<file path="config.mk">
export PLATFORM = sky130hd
export DESIGN_NAME = fifo_umbral
export DESIGN_NICKNAME = d
export VERILOG_FILES = /design/src/rtl/fifo_umbral_pkg.sv /design/src/rtl/fifo_umbral_memoria_dp.sv /design/src/rtl/fifo_umbral.sv
export SDC_FILE = /design/constraint.sdc
export NUM_CORES = 1
export LEC_CHECK = 0
export CAP_MARGIN = 0
export CORE_MARGIN = 4
export CORE_UTILIZATION = 46
export CTS_CLUSTER_SIZE = 24
export DETAILED_ROUTE_END_ITERATION = 7
export PLACE_DENSITY = 0.67
export SLEW_MARGIN = 20
export SYNTH_ARGS = -nofsm -noshare
export SYNTH_HDL_FRONTEND = slang
export SYNTH_SLANG_ARGS = --single-unit
</file>
<file path="constraint.sdc">
create_clock -name clk -period 2.3 [get_ports clk]
set_input_delay 0.345 -clock clk [delete_from_list [all_inputs] [get_ports clk]]
set_output_delay 0.345 -clock clk [all_outputs]
set_load 0.05 [all_outputs]
</file>
<file path="src/rtl/fifo_umbral_pkg.sv">
// Shared defaults for the flow-control FIFOs; the FSM and the probador import the
// same values so threshold widths agree across the transmission layer.
package fifo_umbral_pkg;
    localparam int DEF_DATA_WIDTH = 6;
    localparam int DEF_ADDR_WIDTH = 3;
    localparam int DEF_U_WIDTH    = 4;
    localparam int UMBRAL_RST     = 1;
endpackage

</file>
<file path="src/rtl/fifo_umbral_memoria_dp.sv">
// DEPTH x DATA_WIDTH register file: one synchronous write port, one registered read port.
// The array itself is never reset; only the read register is.
module memoria_dp
    import fifo_umbral_pkg::*;
#(
    parameter int DATA_WIDTH = DEF_DATA_WIDTH,
    parameter int ADDR_WIDTH = DEF_ADDR_WIDTH
) (
    input  logic                  clk,
    input  logic                  reset,
    input  logic                  wr_en,
    input  logic [ADDR_WIDTH-1:0] wr_addr,
    input  logic [DATA_WIDTH-1:0] wr_data,
    input  logic                  rd_en,
    input  logic [ADDR_WIDTH-1:0] rd_addr,
    output logic [DATA_WIDTH-1:0] rd_data
);
    localparam int DEPTH = 1 << ADDR_WIDTH;

    logic [DATA_WIDTH-1:0] mem [DEPTH];
    logic [DATA_WIDTH-1:0] rd_data_q, rd_data_d;

    always_ff @(posedge clk) begin
        if (wr_en) begin
            mem[wr_addr] <= wr_data;
        end
    end

    // Reading the slot being overwritten returns the old word, which is the oldest entry.
    always_comb begin
        rd_data_d = rd_data_q;
        if (rd_en) begin
            rd_data_d = mem[rd_addr];
        end
    end

    always_ff @(posedge clk or posedge reset) begin
        if (reset) begin
            rd_data_q <= '0;
        end else begin
            rd_data_q <= rd_data_d;
        end
    end

    assign rd_data = rd_data_q;
endmodule

</file>
<file path="src/rtl/fifo_umbral.sv">
// Synchronous FIFO with programmable almost-full/almost-empty threshold and a sticky
// overflow/underflow error flag, one instance per flow-control FIFO.
module fifo_umbral
    import fifo_umbral_pkg::*;
#(
    parameter int DATA_WIDTH = DEF_DATA_WIDTH,
    parameter int ADDR_WIDTH = DEF_ADDR_WIDTH,
    parameter int U_WIDTH    = DEF_U_WIDTH
) (
    input  logic                  clk,
    input  logic                  reset,
    input  logic                  init,
    input  logic [U_WIDTH-1:0]    umbral,
    input  logic                  push,
    input  logic [DATA_WIDTH-1:0] data_in,
    input  logic                  pop,
    output logic [DATA_WIDTH-1:0] data_out,
    output logic                  data_valid,
    output logic [ADDR_WIDTH:0]   count,
    output logic                  empty,
    output logic                  full,
    output logic                  almost_full,
    output logic                  almost_empty,
    output logic                  error
);
    localparam int DEPTH = 1 << ADDR_WIDTH;
    localparam int CW    = ADDR_WIDTH + 1;
    localparam int EW    = (U_WIDTH > CW) ? U_WIDTH : CW;
    localparam logic [CW-1:0] DEPTH_C = CW'(DEPTH);

    logic [ADDR_WIDTH-1:0] wr_ptr_q, wr_ptr_d, rd_ptr_q, rd_ptr_d;
    logic [CW-1:0]         count_q, count_d, umbral_eff;
    logic [U_WIDTH-1:0]    umbral_q, umbral_d;
    logic [EW-1:0]         umbral_ext;
    logic                  data_valid_q, data_valid_d;
    logic                  error_q, error_d;
    logic                  push_ok, pop_ok;

    // A push into a full FIFO is legal only when a pop frees a slot in the same cycle.
    always_comb begin
        push_ok      = push && (!full || pop);
        pop_ok       = pop && !empty;
        wr_ptr_d     = push_ok ? wr_ptr_q + ADDR_WIDTH'(1) : wr_ptr_q;
        rd_ptr_d     = pop_ok  ? rd_ptr_q + ADDR_WIDTH'(1) : rd_ptr_q;
        data_valid_d = pop_ok;
        umbral_d     = init ? umbral : umbral_q;
        error_d      = error_q || (push && full && !pop) || (pop && empty);
        case ({push_ok, pop_ok})
            2'b10:   count_d = count_q + CW'(1);
            2'b01:   count_d = count_q - CW'(1);
            default: count_d = count_q;
        endcase
    end

    always_ff @(posedge clk or posedge reset) begin
        if (reset) begin
            wr_ptr_q     <= '0;
            rd_ptr_q     <= '0;
            count_q      <= '0;
            umbral_q     <= U_WIDTH'(UMBRAL_RST);
            data_valid_q <= 1'b0;
            error_q      <= 1'b0;
        end else begin
            wr_ptr_q     <= wr_ptr_d;
            rd_ptr_q     <= rd_ptr_d;
            count_q      <= count_d;
            umbral_q     <= umbral_d;
            data_valid_q <= data_valid_d;
            error_q      <= error_d;
        end
    end

    // Thresholds above the depth saturate so the flags stay meaningful.
    always_comb begin
        umbral_ext = EW'(umbral_q);
        umbral_eff = (umbral_ext > EW'(DEPTH)) ? DEPTH_C : CW'(umbral_ext);
    end

    assign count        = count_q;
    assign empty        = (count_q == '0);
    assign full         = (count_q == DEPTH_C);
    assign almost_full  = (count_q >= (DEPTH_C - umbral_eff));
    assign almost_empty = (count_q <= umbral_eff);
    assign data_valid   = data_valid_q;
    assign error        = error_q;

    memoria_dp #(
        .DATA_WIDTH(DATA_WIDTH),
        .ADDR_WIDTH(ADDR_WIDTH)
    ) u_mem (
        .clk    (clk),
        .reset  (reset),
        .wr_en  (push_ok),
        .wr_addr(wr_ptr_q),
        .wr_data(data_in),
        .rd_en  (pop_ok),
        .rd_addr(rd_ptr_q),
        .rd_data(data_out)
    );
endmodule
</file>
==> out/results.txt, run 1 <==
Avg WL per Cell: 17.1 um
Initial Util: 48.0%
P_leak: 1.52 nW
Period minus WS final: 2.27 ns
Core Footprint: 0.00646 mm^2
H-tree depth: 3
max_slew headroom: 60.0%
leading area contributor after synthesis: edfxtp_1
via/cell ratio: 5.34
Port Buffers: 30
area delta synth->final: 28.2%
vias: 1878
Die Span X: 90.1 um
Clk Tree Root Cell: clkbuf_8
Final period util: 98.8%
final net count: 296
hold_buf cts: 0
Remaining Overflow, GRT: 0
Final Hold Vio Count: 0
routability cong.: 0.720
FF-to-FF End: count[2]
final WL: 6000 um
clock skew: 0.00634 ns
Slew Limit Fails: 0
synth warn: 0
synthesis-stage register bit count: 70
Skew-Pair Late Insertion Delay: 0.33 ns
Slew @ Worst Pin: 0.597 ns
Num CTS Buffers: 9
Worst-path clk slew: 0.08 ns
Synth top area share: 46.5%
Critical Path, Cell by Cell: or4_4 -> ha_4 -> nand2_2 -> o21ai_2 -> buf_12
Worst R2R Start: count[2]
most frequent cells in the layout: edfxtp_1 (48), clkdlybuf4s50_1 (26), buf_4 (23)
syn_nets: 236
Tot GR Track Use: 15.4%
VDD IR max: 0.898 mV
Crit Path Class: flip-flop to primary output
clk buf depth: 2
Critical Path Start Type: flip-flop
worst hold path class: input port to asynchronous set/reset pin
post-DP HPWL: 4030 um
# diodes: 0
share of cells above drive strength 1: 30.9%
Initial DRT Pass Iterations: 4
Detail Route Antenna Nets: 0
sum of negative setup slack: 0 ns
status: finished, final reports clean
global-route wire length before repair: 9530 um
fmax: 0.440 GHz
vias in the first global route: 1871
commonest non-fill, non-tap cell in the layout: edfxtp_1
Yosys cell types: 39
Crit. End Element: primary output
RSZ-0062 raised after global routing: true
die height: 90.1 um
CTS tree: done
CP bufs+invs: 1
max_cap viols: 0
Reg2Reg Depth: 11
initial antenna violation count: 0
Critical-path top delay cell: or4_4
synth top area cells: edfxtp_1 (46%), dfrtp_1 (17%), mux2_2 (5.8%), ha_1 (4.4%), mux2i_1 (4.2%)
die area: 0.00812 mm^2
Crit path largest cell delay: 0.55 ns
Core Util, Final: 61.5%
Remaining DRCs: 0
largest net degree at the start of global routing: 23
Reg2Reg Setup Slack: 0.08 ns
cell family with most CP delay: simple AND/OR/NAND/NOR gates
io pins: 31
worst-path fanout max: 6
row cnt: 29
overall power: 0.00559 W
worst endpoint data arrival time: 1.93 ns
Avg Cell Area, Syn: 14.8 um^2
sequential area share after synthesis: 64.3%
Synth Instances: 210
CTS Sinks: 70
PD cells: 1410 mW/mm^2
area of the mapped netlist: 0.00310 mm^2
DRT iter0 DRCs: 141
# fillers: 517
worst path required time: 1.96 ns
setup violators final: 0
[report_power, final]
part / switching [W] / internal [W]
registers: 0.000188 / 0.00165
logic: 0.00143 / 0.00109
clock network: 0.000495 / 0.000740
[worst max-delay path by stage]
stage | startpoint | end | slack, ns | cells after the start
finish | umbral_ext[0] | almost_full | 0.03 | 5
global route | umbral_ext[0] | almost_full | -0.03 | 5
CTS | count[2] | almost_empty | 0.007 | 7
detailed placement | pop | count[3] | 0.06 | 8
global placement | pop | count[2] | 0.13 | 10
floorplan | count[0] | count[3] | -0.09 | 8
[through the flow]
| stage | worst slack, ns | hold slack [ns] | instances | cell area [um^2] |
|---|---|---|---|---|
| 2_1_floorplan | -0.0946 | 0.333 | 210 | 3130 |
| 3_3_place_gp | 0.135 | 0.438 | 329 | 3600 |
| 3_5_place_dp | 0.0645 | 0.447 | 329 | 3600 |
| 4_1_cts | 0.00654 | 0.352 | 347 | 3900 |
| 5_1_grt | -0.0337 | 0.381 | 352 | 3980 |
| 6_report | 0.0281 | 0.345 | 352 | 3980 |
[flip-flops by register name, summed over array words and instances, names as in the netlist]
| name | count |
|---|---|
| u_mem.mem | 48 |
| u_mem.rd_data | 6 |
| count | 4 |
| umbral_ext | 4 |
| rd_ptr_q | 3 |
| wr_ptr_q | 3 |
| data_valid | 1 |
| error | 1 |
[cell families (layout without fill, tap and decap cells)]
group / after synthesis / in the layout / synth area share (%)
AO/OA/AOI/OAI: 35 / 35 / 8.03
XOR/XNOR: 10 / 10 / 2.82
adder cells (fa/ha/maj): 11 / 11 / 4.44
buffers and inverters: 8 / 73 / 2.34
flip-flops: 70 / 70 / 64.3
multiplexers: 30 / 30 / 10.5
AND/OR/NAND/NOR: 46 / 46 / 7.59
[per-layer routing]
metal	global-route usage, %	up-vias	wire [um]
met5	0	-	0
met4	7.27	0	87
met3	3.26	6	183
met2	24.6	34	3020
met1	20.1	925	2710
li1	-	913	-
[repair_timing]
action,4_1_cts,5_1_grt
endpoints found under the setup margin,2,4
buffers inserted,2,5
pin swaps,0,4
gates resized for setup,6,8
[area by class of cell]
cell class              instances  area, um^2  area share (%)
inverters                       4        17.5           0.441
multi-input cells             132        1120            28.1
flip-flops and latches         70        2000            50.2
clock buffers                   9         124            3.12
repair buffers                 53         495            12.5
clock inverters                 7         128            3.21
well taps                      77        96.3            2.42
[cell usage after synthesis (all sizes together)]
master	count
ha	11
a211oi	2
a21o	2
dfstp	1
and3	1
or4	1
mux2	17
edfxtp	48
dfrtp	21
xnor2	4
o211ai	1
nor4	1
inv	4
buf	4
a31oi	1
nand3	1
and2	1
nand2b	5
nand4bb	1
or3	2
a21oi	5
mux2i	13
nor2	7
nor3	5
or2	1
nand2	18
o21ai	12
a221o	6
o22ai	6
nor2b	1
xor2	6
and4bb	1
[worst register-to-register path, stage by stage (launching register included)]
cell     delay [ns]
dfrtp_2        0.43
buf_6          0.12
or3_4          0.37
o21ai_4        0.19
inv_4          0.06
ha_4           0.17
xor2_1         0.14
ha_2           0.17
a21oi_2        0.11
xor2_1         0.16
nor2_1         0.07
xor2_1         0.14
Power figures use the tool's default switching activity.
==> inputs of run 2 (changes only) <==
- clock period: 2.3 -> 2 ns (I/O delays scaled with it)
==> run 2 against run 1 <==
The run now ends with setup timing left. Utilization increased by 0.58 points. Setup slack got worse by 0.24 ns. Largest cell class unchanged. Sequential power up 16%. Global-route usage fell by 0.39 points.
==> out/results.txt, run 2 (synthesized netlist as in run 1, its figures left out) <==
status: finished with violations
violated checks: setup timing
Largest Register: u_mem.mem
max_slew headroom: 59.0%
worst path required time: 1.70 ns
CTS Sinks: 70
die height: 90.1 um
Port Buffers: 30
internal power: 0.00368 W
Critical Path Start Type: flip-flop
final worst setup slack: -0.208 ns
P_sw: 0.00241 W
Remaining DRCs: 0
commonest non-fill, non-tap cell in the layout: edfxtp_1
Skew-Pair Late Insertion Delay: 0.33 ns
# diodes: 0
row cnt: 29
Initial DRT Pass Iterations: 5
Final Hold Vio Count: 0
Critical Path, Cell by Cell: or4_4 -> ha_4 -> nand2_4 -> o21ai_4 -> buf_12
Remaining Overflow, GRT: 0
Multi-input gate area: 0.00114 mm^2
Critical-path top delay cell: or4_4
Detail Route Antenna Nets: 0
fin area: 0.00401 mm^2
switching share of total power: 39.6%
Initial Util: 48.0%
Slew @ Worst Pin: 0.612 ns
Crit. End Element: primary output
Core Footprint: 0.00646 mm^2
fmax: 0.453 GHz
Crit path largest cell delay: 0.55 ns
H-tree depth: 3
CTS tree: done
Clock power frac: 15.6%
Clk Tree Root Cell: clkbuf_8
io pins: 31
PD cells: 1520 mW/mm^2
Num CTS Buffers: 9
share of cells above drive strength 1: 33.6%
final net count: 304
worst hold path class: input port to asynchronous set/reset pin
Die Span X: 90.1 um
max_cap viols: 0
P_leak: 1.54 nW
clk buf depth: 2
worst slack, placed: -0.139 ns
Tot GR Track Use: 15.0%
clock skew: 0.00692 ns
Gate power share: 49.4%
WHS: 0.306 ns
cell family with most CP delay: simple AND/OR/NAND/NOR gates
DRT iter0 DRCs: 122
final WL: 5970 um
Reg power frac: 35.0%
vias in the first global route: 1923
largest net degree at the start of global routing: 27
VDD IR max: 0.918 mV
vias: 1903
Avg WL per Cell: 16.6 um
die area: 0.00812 mm^2
Period minus WS final: 2.21 ns
global-route wire length before repair: 9470 um
routability cong.: 0.765
Worst-path clk slew: 0.07 ns
Final period util: 110%
max reg flops: 48
Reg2Reg Setup Slack: -0.11 ns
Slew Limit Fails: 0
worst-path fanout max: 4
initial antenna violation count: 0
post-DP HPWL: 4070 um
RSZ-0062 raised after global routing: true
# fillers: 518
area delta synth->final: 29.4%
register area: 0.00200 mm^2
setup violators final: 5
most frequent cells in the layout: edfxtp_1 (48), buf_4 (27), clkdlybuf4s50_1 (22)
Placed Instance Area: 0.00368 mm^2
Crit Path Class: flip-flop to primary output
hold_buf cts: 0
CP bufs+invs: 1
via/cell ratio: 5.29
worst endpoint data arrival time: 1.91 ns
## run 2: changes by cell type in the layout (fill, tap and decap cells not counted), moves of 3 or more
cell,change
inv_6,-3
clkdlybuf4s50_1,-4
bufinv_16,-3
buf_12,+3
dlygate4sd2_1,+3
buf_4,+4
## run 2: worst paths after layout
check | startpoint | to | cells after the start
hold / removal | reset | u_mem.rd_data[3] | 3
min in group clk | error | error | 1
setup / recovery | umbral_ext[0] | almost_full | 5
setup reg to reg | count[1] | count[2] | 10
hold reg to reg | error | error | 1
max in group asynchronous | reset | umbral_ext[0] | 3
## run 2: metal layers
metal	track usage, %	up-vias	wire length [um]
li1	-	935	-
met1	20.0	926	2840
met2	23.3	30	2830
met3	3.17	12	150
met4	7.53	0	152
met5	0	-	0
## run 2: worst reg2reg max path: stages, from the launching register on
cell     delay (ns)
dfrtp_2        0.40
or3_4          0.42
o21ai_4        0.15
inv_2          0.08
ha_4           0.18
xor2_1         0.14
ha_2           0.17
a21oi_2        0.11
xor2_1         0.15
nor2_1         0.06
xor2_1         0.14
## run 2: repair_timing
action	4_1_cts	5_1_grt
setup buffers	4	5
pin swaps	9	3
setup endpoints to repair	8	13
resized for setup	16	8
## run 2: layout make-up
| type | count | area share, % |
|---|---|---|
| flip-flops and latches | 70 | 49.8 |
| clock buffers | 9 | 3.09 |
| multi-input cells | 132 | 28.5 |
| clock inverters | 7 | 1.03 |
| well taps | 77 | 2.40 |
| repair buffers | 61 | 14.8 |
| inverters | 4 | 0.374 |
## run 2: power groups by stage
stage	clock (W)	sequential (W)	combinational, W
floorplan	0	0.00257	0.00144
global placement	0	0.00215	0.00277
detailed placement	0	0.00216	0.00281
CTS	0.000973	0.00214	0.00292
global route	0.00103	0.00217	0.00322
finish	0.000948	0.00213	0.00301
## run 2: per-stage QoR
stage / cells / power (W) / util [%] / setup TNS [ns]
global route: 360 / 0.00643 / 62.1 / -0.921
floorplan: 210 / 0.00401 / - / -1.35
finish: 360 / 0.00609 / 62.1 / -0.565
CTS: 355 / 0.00603 / 61.0 / -0.611
global placement: 335 / 0.00492 / 57.1 / -0.967
detailed placement: 335 / 0.00497 / 57.1 / -1.67
==> inputs of run 3 (changes only) <==
- PLACE_DENSITY: 0.67 -> 0.65
- clock period: 2 -> 2.7 ns (I/O delays scaled with it)
==> run 3 against run 2 <==
The run now ends clean. Setup slack improved by 0.41 ns. Utilization down 4.0 points. Via count is 3.1% lower. Global-route usage up 0.39 points. Final cell count fell by 4.4%. Sequential share of layout area is 3.3 points higher. Worst hold slack gained 0.18 ns. Sequential power decreased by 24%. Non-clock buffer count is 16 lower. Critical path depth decreased by 1. Critical endpoint is now full.
==> out/results.txt, run 3 (synthesized netlist as in run 1, its figures left out) <==
worst hold path class: flip-flop to flip-flop
P_leak: 1.44 nW
DRT iter0 DRCs: 81
routability cong.: 0.727
H-tree depth: 3
io pins: 31
vias in the first global route: 1926
Largest Register: u_mem.mem
largest net degree at the start of global routing: 23
clk buf depth: 2
setup violators final: 0
final WL: 5800 um
Detail Route Antenna Nets: 0
commonest non-fill, non-tap cell in the layout: edfxtp_1
worst path required time: 2.30 ns
hold_buf cts: 0
most frequent cells in the layout: edfxtp_1 (48), clkdlybuf4s50_1 (28), dfrtp_1 (21)
Worst-path clk slew: 0.08 ns
Worst Hold Launch: u_mem.rd_data[0]
max_slew headroom: 42.2%
Initial Util: 48.0%
Worst R2R Start: count[2]
Final period util: 92.4%
CTS tree: done
Critical-path top delay cell: clkdlybuf4s50_1
max_cap viols: 0
fmax: 0.401 GHz
Slew Limit Fails: 0
area delta synth->final: 21.1%
post-CTS setup repair buffer count: 0
die area: 0.00812 mm^2
initial antenna violation count: 0
Tot GR Track Use: 15.4%
Remaining Overflow, GRT: 0
CTS Sinks: 70
Num CTS Buffers: 9
WHS: 0.485 ns
Period minus WS final: 2.50 ns
PD cells: 1150 mW/mm^2
global-route wire length before repair: 9680 um
status: finished, final reports clean
Skew-Pair Late Insertion Delay: 0.33 ns
cell count after placement: 328
post-route insts no fill: 344
post-DP HPWL: 4120 um
die height: 90.1 um
max reg flops: 48
CP startpoint: count[2]
Crit Path Class: flip-flop to primary output
Final Hold Vio Count: 0
Critical Path, Cell by Cell: buf_4 -> nor3_1 -> and2_1 -> clkdlybuf4s50_1
vias: 1844
Crit path largest cell delay: 0.80 ns
Clk Tree Root Cell: clkbuf_8
Resized cells post-CTS: 0
Initial DRT Pass Iterations: 5
Port Buffers: 30
Slew @ Worst Pin: 0.865 ns
Core Footprint: 0.00646 mm^2
row cnt: 29
worst endpoint data arrival time: 2.09 ns
sum of negative setup slack: 0 ns
RSZ-0062 raised after global routing: false
worst-path fanout max: 7
Avg WL per Cell: 16.9 um
# diodes: 0
Reg2Reg Setup Slack: 0.41 ns
Critical Path Start Type: flip-flop
clock skew: 0.00946 ns
Remaining DRCs: 0
final net count: 288
Crit. End Element: primary output
via/cell ratio: 5.36
share of cells above drive strength 1: 21.3%
Die Span X: 90.1 um
VDD IR max: 0.667 mV
## run 3: per-layer routing
metal,part of all wire (%),global-route usage [%]
met3,2.3,4.09
met5,0,0
met4,1.8,5.61
met1,47,20.1
met2,49,24.8
## run 3: through the flow
step	setup slack (ns)	utilization (%)	power, W	area, um^2
after detailed placement	0.214	55.1	0.00354	3560
after CTS	0.185	58.2	0.00437	3760
after floorplan	0.0732	-	0.00294	3100
after global placement	0.283	55.1	0.00351	3560
after global routing	0.115	58.2	0.00460	3760
final	0.205	58.2	0.00432	3760
## run 3: critical path: cells and delay by family (launching register included)
family / cells / cell delay (ns)
and+or+nand+nor: 2 / 0.41
DFF: 1 / 0.38
buffers and inverters: 2 / 0.97
## run 3: cell type report
type	instances	area [um^2]
well taps	77	96.3
repair buffers	45	420
flip-flops and latches	70	1990
inverters	4	15.0
clock inverters	7	72.6
multi-input cells	132	1030
clock buffers	9	124
fillers	538	2700
## run 3: worst paths after layout
kind,depth (start not counted),to
max in group asynchronous,2,wr_ptr_q[1]
max,4,full
min in group asynchronous,2,u_mem.rd_data[2]
max reg2reg,10,count[2]
min,2,u_mem.rd_data[0]
min reg2reg,2,u_mem.rd_data[0]
## run 3: where the power goes
part / switching, W / internal, W
clock: 0.000398 / 0.000428
combinational: 0.00108 / 0.000800
sequential: 0.000207 / 0.00140
==> variant 1: new RTL, config.mk and constraints of run 1 <==
`DEF_U_WIDTH`: 4 -> 5.
--- a/src/rtl/fifo_umbral_pkg.sv
+++ b/src/rtl/fifo_umbral_pkg.sv
@@ -3,7 +3,7 @@
 package fifo_umbral_pkg;
     localparam int DEF_DATA_WIDTH = 6;
     localparam int DEF_ADDR_WIDTH = 3;
-    localparam int DEF_U_WIDTH    = 4;
+    localparam int DEF_U_WIDTH    = 5;
     localparam int UMBRAL_RST     = 1;
 endpackage
 
Ports: changed (resized umbral); port bits go from 31 to 32. The function was not compared with the original's and may differ.
==> variant 1 against run 1 <==
The flow now finishes with violations (setup timing); non-clock buffer count shrank 4; via count grew 1.7%; sequential power grew 2%; synthesized cell count grew 6.7%; sequential cell count grew 1; power shrank 4.2%; cell area grew 2.1%; area after synthesis grew 3.8%; first-iteration DRC count shrank 24%; wire length grew 1.1%; register-to-register slack gained 0.03 ns; worst setup slack lost 0.26 ns; critical path depth grew 4; die area grew 3.4%.
==> variant 1: results <==
[clocking]
ctsResizeCount = 10
post_cts.repair.setup_buffers = 1
clockRootBuffer = sky130_fd_sc_hd__clkbuf_8
clock_tree.htree_level_count = 3
tritoncts.num_buffers = 9
clk-insertion-delay-late_ns = 0.35

[worst_setup_path]
critPathTopFamily = compound AO/OA/AOI/OAI gates
crit_fanout = 4
worst-endpoint-arrival_ns = 2.19
critPathMaxStageDelay_ns = 0.42
worst_path_max_delay_cell = sky130_fd_sc_hd__dfrtp_1

[place]
detailed_place_hpwl_mm = 4.26
gp_weighted_congestion = 0.789
buffer_ports.inserted = 31
cell_count_after_placement = 362

[power]
total_leakage_power_nw = 1.54
intPower_mw = 3.28
vdd.ir_drop.worst_mv = 0.719
pwr.group.clock_mw = 0.989
comb_cell_power_mw = 2.49

[timing]
tns_ns = -0.373
maxSlewHeadroom_pct = 51.5
postLayoutSetupSlackWorst_ns = -0.234
report.final.setup_viol = 2
final.setup_skew_ns = 0.00763

[synth]
synth.area.top_cells = sky130_fd_sc_hd__edfxtp_1, sky130_fd_sc_hd__dfrtp_1, sky130_fd_sc_hd__mux2_2
post_synth_most_frequent_cells = sky130_fd_sc_hd__edfxtp_1, sky130_fd_sc_hd__dfrtp_1, sky130_fd_sc_hd__nand2_1, sky130_fd_sc_hd__mux2_2
ys_types = 38
netlist_instances = 224
netlist.top_cell.by_area = sky130_fd_sc_hd__edfxtp_1
async_flop_share_pct = 32.4
synth.net_count = 254
synth.yosys.seq_area_share_pct = 62.7

[drt]
first_iter_violations = 107
met2_wirelength_mm = 2.92
met3RoutedLength_um = 262
routedWlPerCell_um = 16.0
post_drt_via_cell_ratio = 5.04
wl_met1_mm = 2.72

[global_route]
vias_in_the_first_global_route = 1997
met2_usage_in_global_routing_pct = 24.3
wire_length_of_the_first_global_routing_pass_mm = 9.84
met3_layer_usage_reported_by_global_route_pct = 4.02
global_route.usage.met1_pct = 19.9
grt_max_degree = 25
grtUsageTotal_pct = 15.5
antenna_found_initial = 0

[finish]
layout-drive-gt1-share_pct = 28.6
register_with_the_most_flip_flops = u_mem.mem
finish.cell_count_without_fillers = 379
largest_register_ffs = 48
nets = 308

[outcome]
status = finished with violations
violations = setup timing
variant 1: cell count changes after synthesis, sizes merged, moves of 2 or more:
cell | run 1 | this run
o21a | 0 | 2
xor2 | 6 | 2
a211oi | 2 | 0
inv | 4 | 10
a21oi | 5 | 1
nor3 | 5 | 7
ha | 11 | 13
a21o | 2 | 4
nand2 | 18 | 21
clkbuf | 0 | 2
variant 1: logic make-up after synthesis:
logic type,after synthesis,share of synthesized area [%]
AOI/OAI and AO/OA,34,8.16
xor gates and xnor gates,7,1.91
adders and majority gates,14,5.68
buffers and inverters,16,3.34
DFF,71,62.7
muxes,31,10.5
and+or+nand+nor,51,7.74
variant 1: area by class of cell:
type	instances	area (µm²)
Sequential cell	71	2020
Timing Repair Buffer	49	468
Fill cell	542	2740
Clock inverter	3	22.5
Tap cell	96	120
Clock buffer	13	181
Inverter	10	37.5
Multi-Input combinational cell	137	1200
variant 1: per-stage QoR:
stage               worst slack (ns)  total power [mW]  hold slack [ns]  instance area, µm²
global route                  -0.329              5.67            0.467                4060
finish                        -0.234              5.36            0.404                4060
global placement              0.0624              4.30            0.449                3760
CTS                           -0.242              5.40            0.427                4030
detailed placement           0.00440              4.35            0.452                3760
floorplan                    -0.0845              3.62            0.346                3260
variant 1: final timing paths:
| path | startpoint | end | slack, ns | cells past startpoint |
|---|---|---|---|---|
| worst min register to register | error | error | 0.48 | 1 |
| worst min-delay path | reset | rd_ptr_q[0] | 0.40 | 2 |
| worst max register to register | count[1] | count[3] | 0.11 | 9 |
| max in group asynchronous | reset | u_mem.rd_data[2] | 1.37 | 3 |
| min in group clk | error | error | 0.48 | 1 |
| worst max-delay path | umbral_ext[3] | almost_full | -0.23 | 9 |
==> variant 2: new RTL, settings of run 1 <==
Made on the original files. Make the reset (`reset`) synchronous in 2 clocked blocks.
--- a/src/rtl/fifo_umbral_memoria_dp.sv
+++ b/src/rtl/fifo_umbral_memoria_dp.sv
@@ -34,7 +34,7 @@
         end
     end
 
-    always_ff @(posedge clk or posedge reset) begin
+    always_ff @(posedge clk) begin
         if (reset) begin
             rd_data_q <= '0;
         end else begin
--- a/src/rtl/fifo_umbral.sv
+++ b/src/rtl/fifo_umbral.sv
@@ -52,7 +52,7 @@
         endcase
     end
 
-    always_ff @(posedge clk or posedge reset) begin
+    always_ff @(posedge clk) begin
         if (reset) begin
             wr_ptr_q     <= '0;
             rd_ptr_q     <= '0;
Behaviour: differs if reset is asserted again (counterexample within 4 cycles, from zero or initial values and one cycle with reset high); with reset held inactive, the same outputs for 10 cycles.
==> variant 2 against run 1 <==
Sequential share of layout area decreased by 0.60 points; largest cell class unchanged; power decreased by 20%; clock skew increased by 0.00068 ns; area after synthesis decreased by 3.7%; worst setup slack improved by 0.0073 ns; cell area decreased by 4.0%; wire length decreased by 17%; cell count decreased by 2.0%; critical endpoint unchanged; sequential cell count unchanged.
==> variant 2: results <==
[global_route]
wire_length_of_the_first_global_routing_pass_mm = 8.23
grt_max_degree = 15

[synth]
synth.net_count = 235
post_synth_fa_ha_maj_area_fraction_pct = 4.61
compound_gate_fraction_of_synth_area_pct = 5.74
async_flop_share_pct = 0
synth.yosys.seq_area_share_pct = 63.0
netlist_instances = 209
post_synth_most_frequent_cells = sky130_fd_sc_hd__edfxtp_1, sky130_fd_sc_hd__nor2_1, sky130_fd_sc_hd__dfxtp_1, sky130_fd_sc_hd__mux4_2, sky130_fd_sc_hd__ha_1
yosys.area_share.xor_xnor_pct = 2.35

[finish]
nets = 289
buffers = 51
postLayoutCoreUtil_pct = 60.4
seqAreaFraction_pct = 49.6
fillCellCount = 507
final-clk-cell-share_pct = 6.03
multiInputGateArea_um2 = 1110
final-nonclk-buf-share_pct = 12.5
layout-drive-gt1-share_pct = 27.2

[drt]
met3RoutedLength_um = 273
total_vias_in_the_final_route = 1793
met2_wirelength_mm = 2.30
wl_met1_mm = 2.31
first_iter_violations = 47

[clocking]
ctsResizeCount = 5
post_cts.repair.setup_buffers = 0

[place]
placement.cell_area_um2 = 3520
place_ws_ns = -0.0796
detailed_place_hpwl_mm = 3.56
gp_weighted_congestion = 0.734

[timing]
final.setup_skew_ns = 0.00702
worst_hold_slack_ns = 0.474
timing_worst_slew_pin_value_ns = 0.628

[power]
vdd.ir_drop.worst_mv = 0.999
total_leakage_power_nw = 1.38

[worst_setup_path]
reg2reg_depth = 9
critPathMaxStageDelay_ns = 0.53
r2r-start = count[0]

[worst_hold_path]
min-delay-path-class = reg -> reg

[outcome]
status = finished clean
[variant 2: cell count changes in the layout (fill, tap and decap cells not counted), sizes merged, moves of 6 or more]
cell,delta
mux2,-16
nor3,+6
o21ai,-6
dfrtp,-21
nor2,+17
dfxtp,+22
mux2i,-7
nand2,-10
mux4,+12
a221o,-6
[variant 2: worst max path at each step]
| stage | startpoint | end | slack, ns |
|---|---|---|---|
| 2_1_floorplan | count[0] | count[2] | -0.20 |
| 3_3_place_gp | pop | count[2] | -0.01 |
| 3_5_place_dp | pop | count[2] | -0.08 |
| 4_1_cts | umbral_ext[0] | almost_full | 0.02 |
| 5_1_grt | umbral_ext[1] | almost_full | -0.02 |
| 6_report | umbral_ext[1] | almost_full | 0.04 |
[variant 2: report_power, final]
group	internal [mW]	switching, mW
Sequential	1.48	0.0953
Clock	0.626	0.466
Combinational	0.790	1.02
[variant 2: metal layers]
layer  global-route usage, %  vias up
met5                       0        -
met4                    8.65        0
met2                    21.1       42
met3                    3.45        7
li1                        -      901
met1                    19.2      843
